**src/rtl/digest_stream_merge.sv**
```systemverilog
// digest_stream_merge: merges a payload stream with a per-packet digest stream.
//   MODE=0 replaces the last payload beat with the digest; MODE=1 appends the
//   digest as an extra beat after the (re-flagged) last payload beat.
// Latency: one cycle from input accept to m_axis_tvalid (single output register).
// Backpressure: inputs are accepted only when the output slot is free
//   (!m_axis_tvalid || m_axis_tready); the output holds while stalled.
//
// Ports:
//   aclk, areset            clock, asynchronous active-high reset
//   s_data_*                payload stream (tvalid/tready/tdata/tkeep/tid/tlast)
//   s_dig_*                 digest stream, one digest per packet, in packet order
//   m_axis_*                merged output stream
//   pkt_cnt                 packets completed on m_axis (wrapping)
//   id_err / id_err_cnt     tid mismatch pulse / saturating mismatch count
module digest_stream_merge #(
  parameter int DATA_W   = 512,
  parameter int DIGEST_W = 512,
  parameter int ID_W     = 6,
  parameter int MODE     = 0
) (
  input  logic                  aclk,
  input  logic                  areset,
  input  logic                  s_data_tvalid,
  output logic                  s_data_tready,
  input  logic [DATA_W-1:0]     s_data_tdata,
  input  logic [DATA_W/8-1:0]   s_data_tkeep,
  input  logic [ID_W-1:0]       s_data_tid,
  input  logic                  s_data_tlast,
  input  logic                  s_dig_tvalid,
  output logic                  s_dig_tready,
  input  logic [DIGEST_W-1:0]   s_dig_tdata,
  input  logic [ID_W-1:0]       s_dig_tid,
  output logic                  m_axis_tvalid,
  input  logic                  m_axis_tready,
  output logic [DATA_W-1:0]     m_axis_tdata,
  output logic [DATA_W/8-1:0]   m_axis_tkeep,
  output logic [ID_W-1:0]       m_axis_tid,
  output logic                  m_axis_tlast,
  output logic [31:0]           pkt_cnt,
  output logic                  id_err,
  output logic [15:0]           id_err_cnt
);

  localparam int KEEP_W   = DATA_W / 8;
  localparam int DKEEP_W  = DIGEST_W / 8;
  localparam bit APPEND   = (MODE != 0);

  typedef enum logic {
    S_DATA = 1'b0,
    S_DIG  = 1'b1
  } state_t;

  // FSM state and the tid of the packet whose digest is pending (append mode)
  state_t            state_q, state_d;
  logic [ID_W-1:0]   tid_q, tid_d;

  // Output register
  logic              m_vld_q, m_vld_d;
  logic [DATA_W-1:0] m_dat_q, m_dat_d;
  logic [KEEP_W-1:0] m_keep_q, m_keep_d;
  logic [ID_W-1:0]   m_tid_q, m_tid_d;
  logic              m_last_q, m_last_d;

  // Status
  logic [31:0]       pkt_cnt_q, pkt_cnt_d;
  logic              id_err_q, id_err_d;
  logic [15:0]       id_err_cnt_q, id_err_cnt_d;

  // Combinational handshake / load controls
  logic              slot_free;
  logic              data_rdy;
  logic              dig_rdy;
  logic              load;
  logic              dig_hs;
  logic [ID_W-1:0]   exp_tid;
  logic [DATA_W-1:0] ld_dat;
  logic [KEEP_W-1:0] ld_keep;
  logic [ID_W-1:0]   ld_tid;
  logic              ld_last;
  logic [DATA_W-1:0] dig_ext;
  logic [KEEP_W-1:0] dig_keep;
  logic              tid_mismatch;

  assign slot_free = !m_vld_q || m_axis_tready;

  // Digest beat payload: digest zero-extended into the low bits, keep covers
  // exactly the digest bytes.
  always_comb begin
    dig_ext                  = '0;
    dig_ext[DIGEST_W-1:0]    = s_dig_tdata;
    dig_keep                 = '0;
    dig_keep[DKEEP_W-1:0]    = '1;
  end

  // Next-state and handshake logic
  always_comb begin
    state_d  = state_q;
    tid_d    = tid_q;
    data_rdy = 1'b0;
    dig_rdy  = 1'b0;
    load     = 1'b0;
    dig_hs   = 1'b0;
    exp_tid  = s_data_tid;
    ld_dat   = s_data_tdata;
    ld_keep  = s_data_tkeep;
    ld_tid   = s_data_tid;
    ld_last  = 1'b0;

    case (state_q)
      S_DATA: begin
        if (s_data_tvalid) begin
          if (!s_data_tlast) begin
            // Body beat passes through untouched.
            data_rdy = slot_free;
            load     = slot_free;
          end else if (!APPEND) begin
            // Last beat and digest are consumed together so the replaced
            // beat can be built in one cycle; neither side moves alone.
            data_rdy = s_dig_tvalid && slot_free;
            dig_rdy  = data_rdy;
            load     = data_rdy;
            dig_hs   = data_rdy;
            ld_dat   = dig_ext;
            ld_keep  = dig_keep;
            ld_last  = 1'b1;
          end else begin
            // Last payload beat goes out with tlast cleared; the digest
            // beat that follows carries the packet end.
            data_rdy = slot_free;
            load     = slot_free;
            if (slot_free) begin
              state_d = S_DIG;
              tid_d   = s_data_tid;
            end
          end
        end
      end

      S_DIG: begin
        dig_rdy = slot_free;
        exp_tid = tid_q;
        ld_dat  = dig_ext;
        ld_keep = dig_keep;
        ld_tid  = tid_q;
        ld_last = 1'b1;
        if (s_dig_tvalid && slot_free) begin
          load    = 1'b1;
          dig_hs  = 1'b1;
          state_d = S_DATA;
        end
      end

      default: begin
        state_d = S_DATA;
      end
    endcase
  end

  // Readies are forced low while reset is held so nothing handshakes
  // against a register bank that is being cleared.
  assign s_data_tready = data_rdy && !areset;
  assign s_dig_tready  = dig_rdy && !areset;

  assign tid_mismatch = dig_hs && (s_dig_tid != exp_tid);

  // Output register and status next-state
  always_comb begin
    m_vld_d      = m_vld_q;
    m_dat_d      = m_dat_q;
    m_keep_d     = m_keep_q;
    m_tid_d      = m_tid_q;
    m_last_d     = m_last_q;
    pkt_cnt_d    = pkt_cnt_q;
    id_err_d     = tid_mismatch;
    id_err_cnt_d = id_err_cnt_q;

    if (load) begin
      m_vld_d  = 1'b1;
      m_dat_d  = ld_dat;
      m_keep_d = ld_keep;
      m_tid_d  = ld_tid;
      m_last_d = ld_last;
    end else if (m_axis_tready) begin
      m_vld_d  = 1'b0;
    end

    if (m_vld_q && m_axis_tready && m_last_q) begin
      pkt_cnt_d = pkt_cnt_q + 32'd1;
    end

    if (tid_mismatch && (id_err_cnt_q != 16'hFFFF)) begin
      id_err_cnt_d = id_err_cnt_q + 16'd1;
    end
  end

  always_ff @(posedge aclk or posedge areset) begin
    if (areset) begin
      state_q      <= S_DATA;
      tid_q        <= '0;
      m_vld_q      <= 1'b0;
      m_dat_q      <= '0;
      m_keep_q     <= '0;
      m_tid_q      <= '0;
      m_last_q     <= 1'b0;
      pkt_cnt_q    <= '0;
      id_err_q     <= 1'b0;
      id_err_cnt_q <= '0;
    end else begin
      state_q      <= state_d;
      tid_q        <= tid_d;
      m_vld_q      <= m_vld_d;
      m_dat_q      <= m_dat_d;
      m_keep_q     <= m_keep_d;
      m_tid_q      <= m_tid_d;
      m_last_q     <= m_last_d;
      pkt_cnt_q    <= pkt_cnt_d;
      id_err_q     <= id_err_d;
      id_err_cnt_q <= id_err_cnt_d;
    end
  end

  assign m_axis_tvalid = m_vld_q;
  assign m_axis_tdata  = m_dat_q;
  assign m_axis_tkeep  = m_keep_q;
  assign m_axis_tid    = m_tid_q;
  assign m_axis_tlast  = m_last_q;
  assign pkt_cnt       = pkt_cnt_q;
  assign id_err        = id_err_q;
  assign id_err_cnt    = id_err_cnt_q;

endmodule

```
**config.mk**
```make
export PLATFORM = sky130hd
export DESIGN_NAME = digest_stream_merge
export DESIGN_NICKNAME = d
export VERILOG_FILES = /design/src/rtl/digest_stream_merge.sv
export SDC_FILE = /design/constraint.sdc
export NUM_CORES = 2
export LEC_CHECK = 0
export ABC_CLOCK_PERIOD_IN_PS = 48700
export CORE_AREA = 4 4 683 685
export DETAILED_ROUTE_END_ITERATION = 12
export DIE_AREA = 0 0 687 689
export PLACE_DENSITY = 0.3
export SLEW_MARGIN = 25
export SYNTH_ARGS = -nofsm -noshare
export SYNTH_HDL_FRONTEND = slang
export SYNTH_SLANG_ARGS = --single-unit
```
**constraint.sdc**
```tcl
create_clock -name aclk -period 48.7 [get_ports aclk]
set_input_delay 9.74 -clock aclk [delete_from_list [all_inputs] [get_ports aclk]]
set_output_delay 9.74 -clock aclk [all_outputs]
set_load 0.02 [all_outputs]
```
## Word level (Yosys, flattened, before mapping)

Index checks and enable logic that the tools add are counted.

| storage, ports and cells | value |
|---|---|
| bits in registers | 634 |
| output and inout port bits | 635 |
| logic and storage cells | 48 |

| operators by class | value |
|---|---|
| add/subtract/negate cells | 2 |
| equality and inequality tests | 2 |
| mux-type cells | 23 |
| bitwise operators | 1 |
| reductions and logical operators | 11 |

Operators by type and width:

| kind | count |
|---|---|
| two-way mux 512 bit | 2 |
| one-hot mux 512 bit (2 select lines) | 1 |
| two-way mux 64 bit | 2 |
| one-hot mux 64 bit (2 select lines) | 1 |
| adder 32 x 1 -> 32 bit (second input constant) | 1 |
| adder 16 x 1 -> 16 bit (second input constant) | 1 |
| != test 16 bit (second input constant) | 1 |
| two-way mux 1 bit | 11 |
| one-hot mux 1 bit (2 select lines) | 5 |
| logical AND 1 bit | 7 |
| two-way mux 6 bit | 1 |
| != test 6 bit | 1 |
| zero test 1 bit | 2 |
| nonzero test 2 bit | 1 |
| logical OR 1 bit | 1 |
| inverter 1 bit | 1 |

## Longest topological paths before layout

| logic depth | value |
|---|---|
| word-level depth | 8 |
| mapped depth | 8 |
| depth with buffers taken out | 6 |

## Worst setup path before layout

Ideal clock, no wire load.

| path | value |
|---|---|
| path type | input to output |
| start point | input areset |
| end point | output s_dig_tready |
| arrival time | 24.365 ns |
| slack | 14.595 ns |
| stages | 2 |
| path through | inv_1 > o2111a_1 |

| between the ends | value |
|---|---|
| longest elaborated chain between the ends | 2 |

Ends and longest elaborated chain:

| item | line | RTL |
|---|---|---|
| from (decl) | 22 | `input logic areset,` |
| zero test 1 bit (no source line) | n/a |  |
| logical AND 1 bit | 162 | `assign s_dig_tready = dig_rdy && !areset;` |
| to (decl) | 30 | `output logic s_dig_tready,` |

No other way between the ends.

## Final worst setup path

| path | value |
|---|---|
| start point | input m_axis_tready |
| end point | output s_data_tready |

| between the ends | value |
|---|---|
| longest elaborated chain between the ends | 6 |

Ends and longest elaborated chain:

| item | line | RTL |
|---|---|---|
| from (decl) | 34 | `input logic m_axis_tready,` |
| logical OR 1 bit (*) | 84 | `assign slot_free = !m_vld_q \|\| m_axis_tready;` |
| logical AND 1 bit | 119 | `data_rdy = s_dig_tvalid && slot_free;` |
| two-way mux 1 bit (*) | 112 | `if (!s_data_tlast) begin` |
| two-way mux 1 bit (*) | 111 | `if (s_data_tvalid) begin` |
| two-way mux 1 bit (*) | 109 | `case (state_q)` |
| logical AND 1 bit (*) | 161 | `assign s_data_tready = data_rdy && !areset;` |
| to (decl) | 24 | `output logic s_data_tready,` |

Mark *: on every way between the ends. The rest lies on a longest branch, timed or not.

==> out/results.txt <==
Outcome - completed
Hold path cells - 1
Area leader, netlist - dfrtp_1
CTS tree - yes
DRT antenna net count - 0
Final hold vios - 0
Max frequency - 45.0 MHz
Vias - 32,744
Share of cells above drive strength 1 - 0.0443
Distinct cells, synth - 44
GR Overflow Total - 0
Max_cap viols - 0
Layout Nets - 5,931
Post-Synth Simple-Gate Area - 0.230
Routed len/inst - 32.5 um
Post-CTS Setup Bufs - 0
Clock slew at reported path FFs - 0.06 ns
Crit path DAT - 12.49 ns
Post-layout min period - 22.23 ns
Unrepaired setup endpoints after global routing - no
CP Class - input port to output pin
VDD IR max - 0.0000278 V
Seq cells post-synth - 634
Async SR Flop Fraction - 1.00
Setup Skew - 0.123 ns
Area share of the largest cell type after synthesis - 0.573
Initial Utilization - 0.0602
Initial antenna violation count - 377
Core Area - 460,000 sq um
First-pass iteration count of the detailed router - 5
Worst EP required - 38.96 ns
I/O pin total - 1,741
Sequential share of the synthesized area - 0.573
Power consumption - 0.00216 W
Clock Latency Late Sink - 0.90 ns
Layout area overhead - 102%
Num CTS Buffers - 105
Horiz. Die Dim - 687 um
Leak - 20.4 nW
XOR/XNOR Fraction of Synth Area - 0.0155
Post-synth EDFFs - 0
Clock sinks - 634
H-tree Lvls - 3
DRT Wirelength - 362 mm
Cell Area, Synth - 27,700 sq um
Syn avg cell area - 8.70 sq um
Post-Synth Adder-Cell Area - 0.000904
Worst reg2reg path depth - 8
Top post-synthesis cells by area - dfrtp_1 (57%), nand2_1 (14%), a31oi_1 (12%), nor2_1 (7.2%), o22a_1 (2.1%)
Total number of yosys warnings - 0
Residual DRC - 0
Reg2reg setup slack - 42.99 ns
First-pass GRT wire length - 438 mm
Maximum clock insertion buffer count - 4
DRT iter0 DRCs - 2,247
GRT Util Overall - 0.147
Final Setup Violations - 0
Mux contribution to synthesized area - 0.000814
Worst hold path class - register to register
Worst-path fanout max - 8
Least-Margin Pin Slew - 1.03 ns
Primary FF master, synth - dfrtp_1
Worst setup SP type - input port
Synthesized Nets - 4,288
CTS Hold Bufs - 0
Resized cells post-CTS - 0
Root buf cell - clkbuf_16
GP Congestion - 0.946
PD cells - 38.7 nW/um^2
Max_slew headroom - 0.315
Compound-Gate Fraction of Synth Area - 0.142
Overall die area - 473,000 sq um
DP Wirelength - 316 mm
Row count - 249
Fin. max-slew vios - 0
Cell count after synthesis - 3,180
Largest net degree at the start of global routing - 202
Vias in the first global route - 33,281
Chip height - 689 um
Main combinational cell family by area after synthesis - simple AND/OR/NAND/NOR gates
Vias per std cell - 2.93
Period Utilization, post-route - 0.456
Crit. End Element - output pin
I/O Buffers - 1,740
Sum Neg Setup Slack - 0 ns
-- cell usage in the layout (no fill, tap or decap), types with 3 or more instances in the layout --
cell type        Yosys  layout
a31oi_1            513     513
clkdlybuf4s50_1      0    1740
nand4_1              8       8
buf_12               0       8
xnor2_1             33      33
buf_4                1      33
clkbuf_8             0      23
nand3b_1             3       3
a22o_1               6       6
and4_1               3       3
xor2_1              16      16
clkbuf_1           143      25
nor2_1             530     530
and2_1               3       3
inv_1                7       6
nand3_1             22      22
nor3_1               4       4
nand2_1           1044    1043
diode_2              0     110
clkbuf_16            0     106
dfrtp_1            634     634
o22a_1              65      65
clkinv_2             0      11
and3_1              10      10
bufinv_16            0       6
clkinvlp_4           0       7
-- final timing paths --
check / startpoint / to
min reg2reg: pkt_cnt[31]$_DFFE_PP0P_ / pkt_cnt[31]$_DFFE_PP0P_
max: m_axis_tready / s_data_tready
max in group asynchronous: areset / m_axis_tdata[298]$_DFFE_PP0P_
max reg2reg: m_axis_tvalid$_DFFE_PP0P_ / m_axis_tdata[143]$_DFFE_PP0P_
min: pkt_cnt[31]$_DFFE_PP0P_ / pkt_cnt[31]$_DFFE_PP0P_
min in group asynchronous: areset / m_axis_tdata[474]$_DFFE_PP0P_
-- cells in the mapped netlist (3+ instances only) --
library cell	count
and2_1	3
and4_1	3
nand4_1	8
buf_2	62
nor3_1	4
clkbuf_1	143
a21oi_1	3
a31oi_1	513
xor2_1	16
buf_1	39
and3_1	10
nand3_1	22
inv_1	7
nor2_1	530
nand3b_1	3
a22o_1	6
xnor2_1	33
dfrtp_1	634
nand2_1	1044
o22a_1	65
-- critical path, stage by stage --
cell and delay (ns):
clkdlybuf4s50_1 0.49, nand2b_1 0.41, nand3b_1 0.15, a21oi_1 0.76, and2_1 0.27, clkdlybuf4s50_1 0.65
-- through the flow --
stage	area [sq um]	setup WS [ns]	hold WS, ns	util	cells
5_1_grt	55800	26.36	0.509	0.121	11079
3_5_place_dp	52200	26.43	0.476	0.114	10865
4_1_cts	55700	26.43	0.487	0.121	11049
2_1_floorplan	27700	14.59	0.578	-	3180
3_3_place_gp	52200	26.40	0.482	0.114	10865
6_report	56000	26.47	0.487	0.122	11159
-- flip-flops by register name, summed over array words and instances (netlist names) --
register and count:
pkt_cnt 32, m_axis_tkeep 64, m_axis_tdata 512, id_err_cnt 16, state_q 1, m_axis_tid 6, id_err 1, m_axis_tvalid 1
m_axis_tlast 1
-- per-layer routing --
| metal | vias to the layer above | global-route usage | routed length [um] |
|---|---|---|---|
| met2 | 1782 | 0.244 | 167000 |
| met3 | 713 | 0.0831 | 44200 |
| met5 | - | 0 | 1190 |
| met4 | 178 | 0.0346 | 12400 |
| li1 | 14154 | - | - |
| met1 | 15917 | 0.161 | 138000 |
-- cell type report --
type | instances | area (sq um)
Antenna cell | 110 | 275
Clock buffer | 154 | 3060
Clock inverter | 30 | 373
Inverter | 7 | 33.8
Sequential cell | 634 | 15900
Timing Repair Buffer | 1782 | 17800
Multi-Input combinational cell | 2293 | 10800
Fill cell | 52838 | 404000
Tap cell | 6149 | 7690
-- power by group --
part	switching, W	total, W	internal (W)
sequential	0.0000627	0.000681	0.000618
clock	0.000325	0.000789	0.000464
combinational	0.000402	0.000694	0.000292
-- kinds of logic after synthesis --
logic type	count (synthesis)
mux	2
flops	634
fa+ha+maj	2
simple gates	1641
xor+xnor	49
buf+inv	253
compound gates	599
Power figures use the tool's default switching activity.
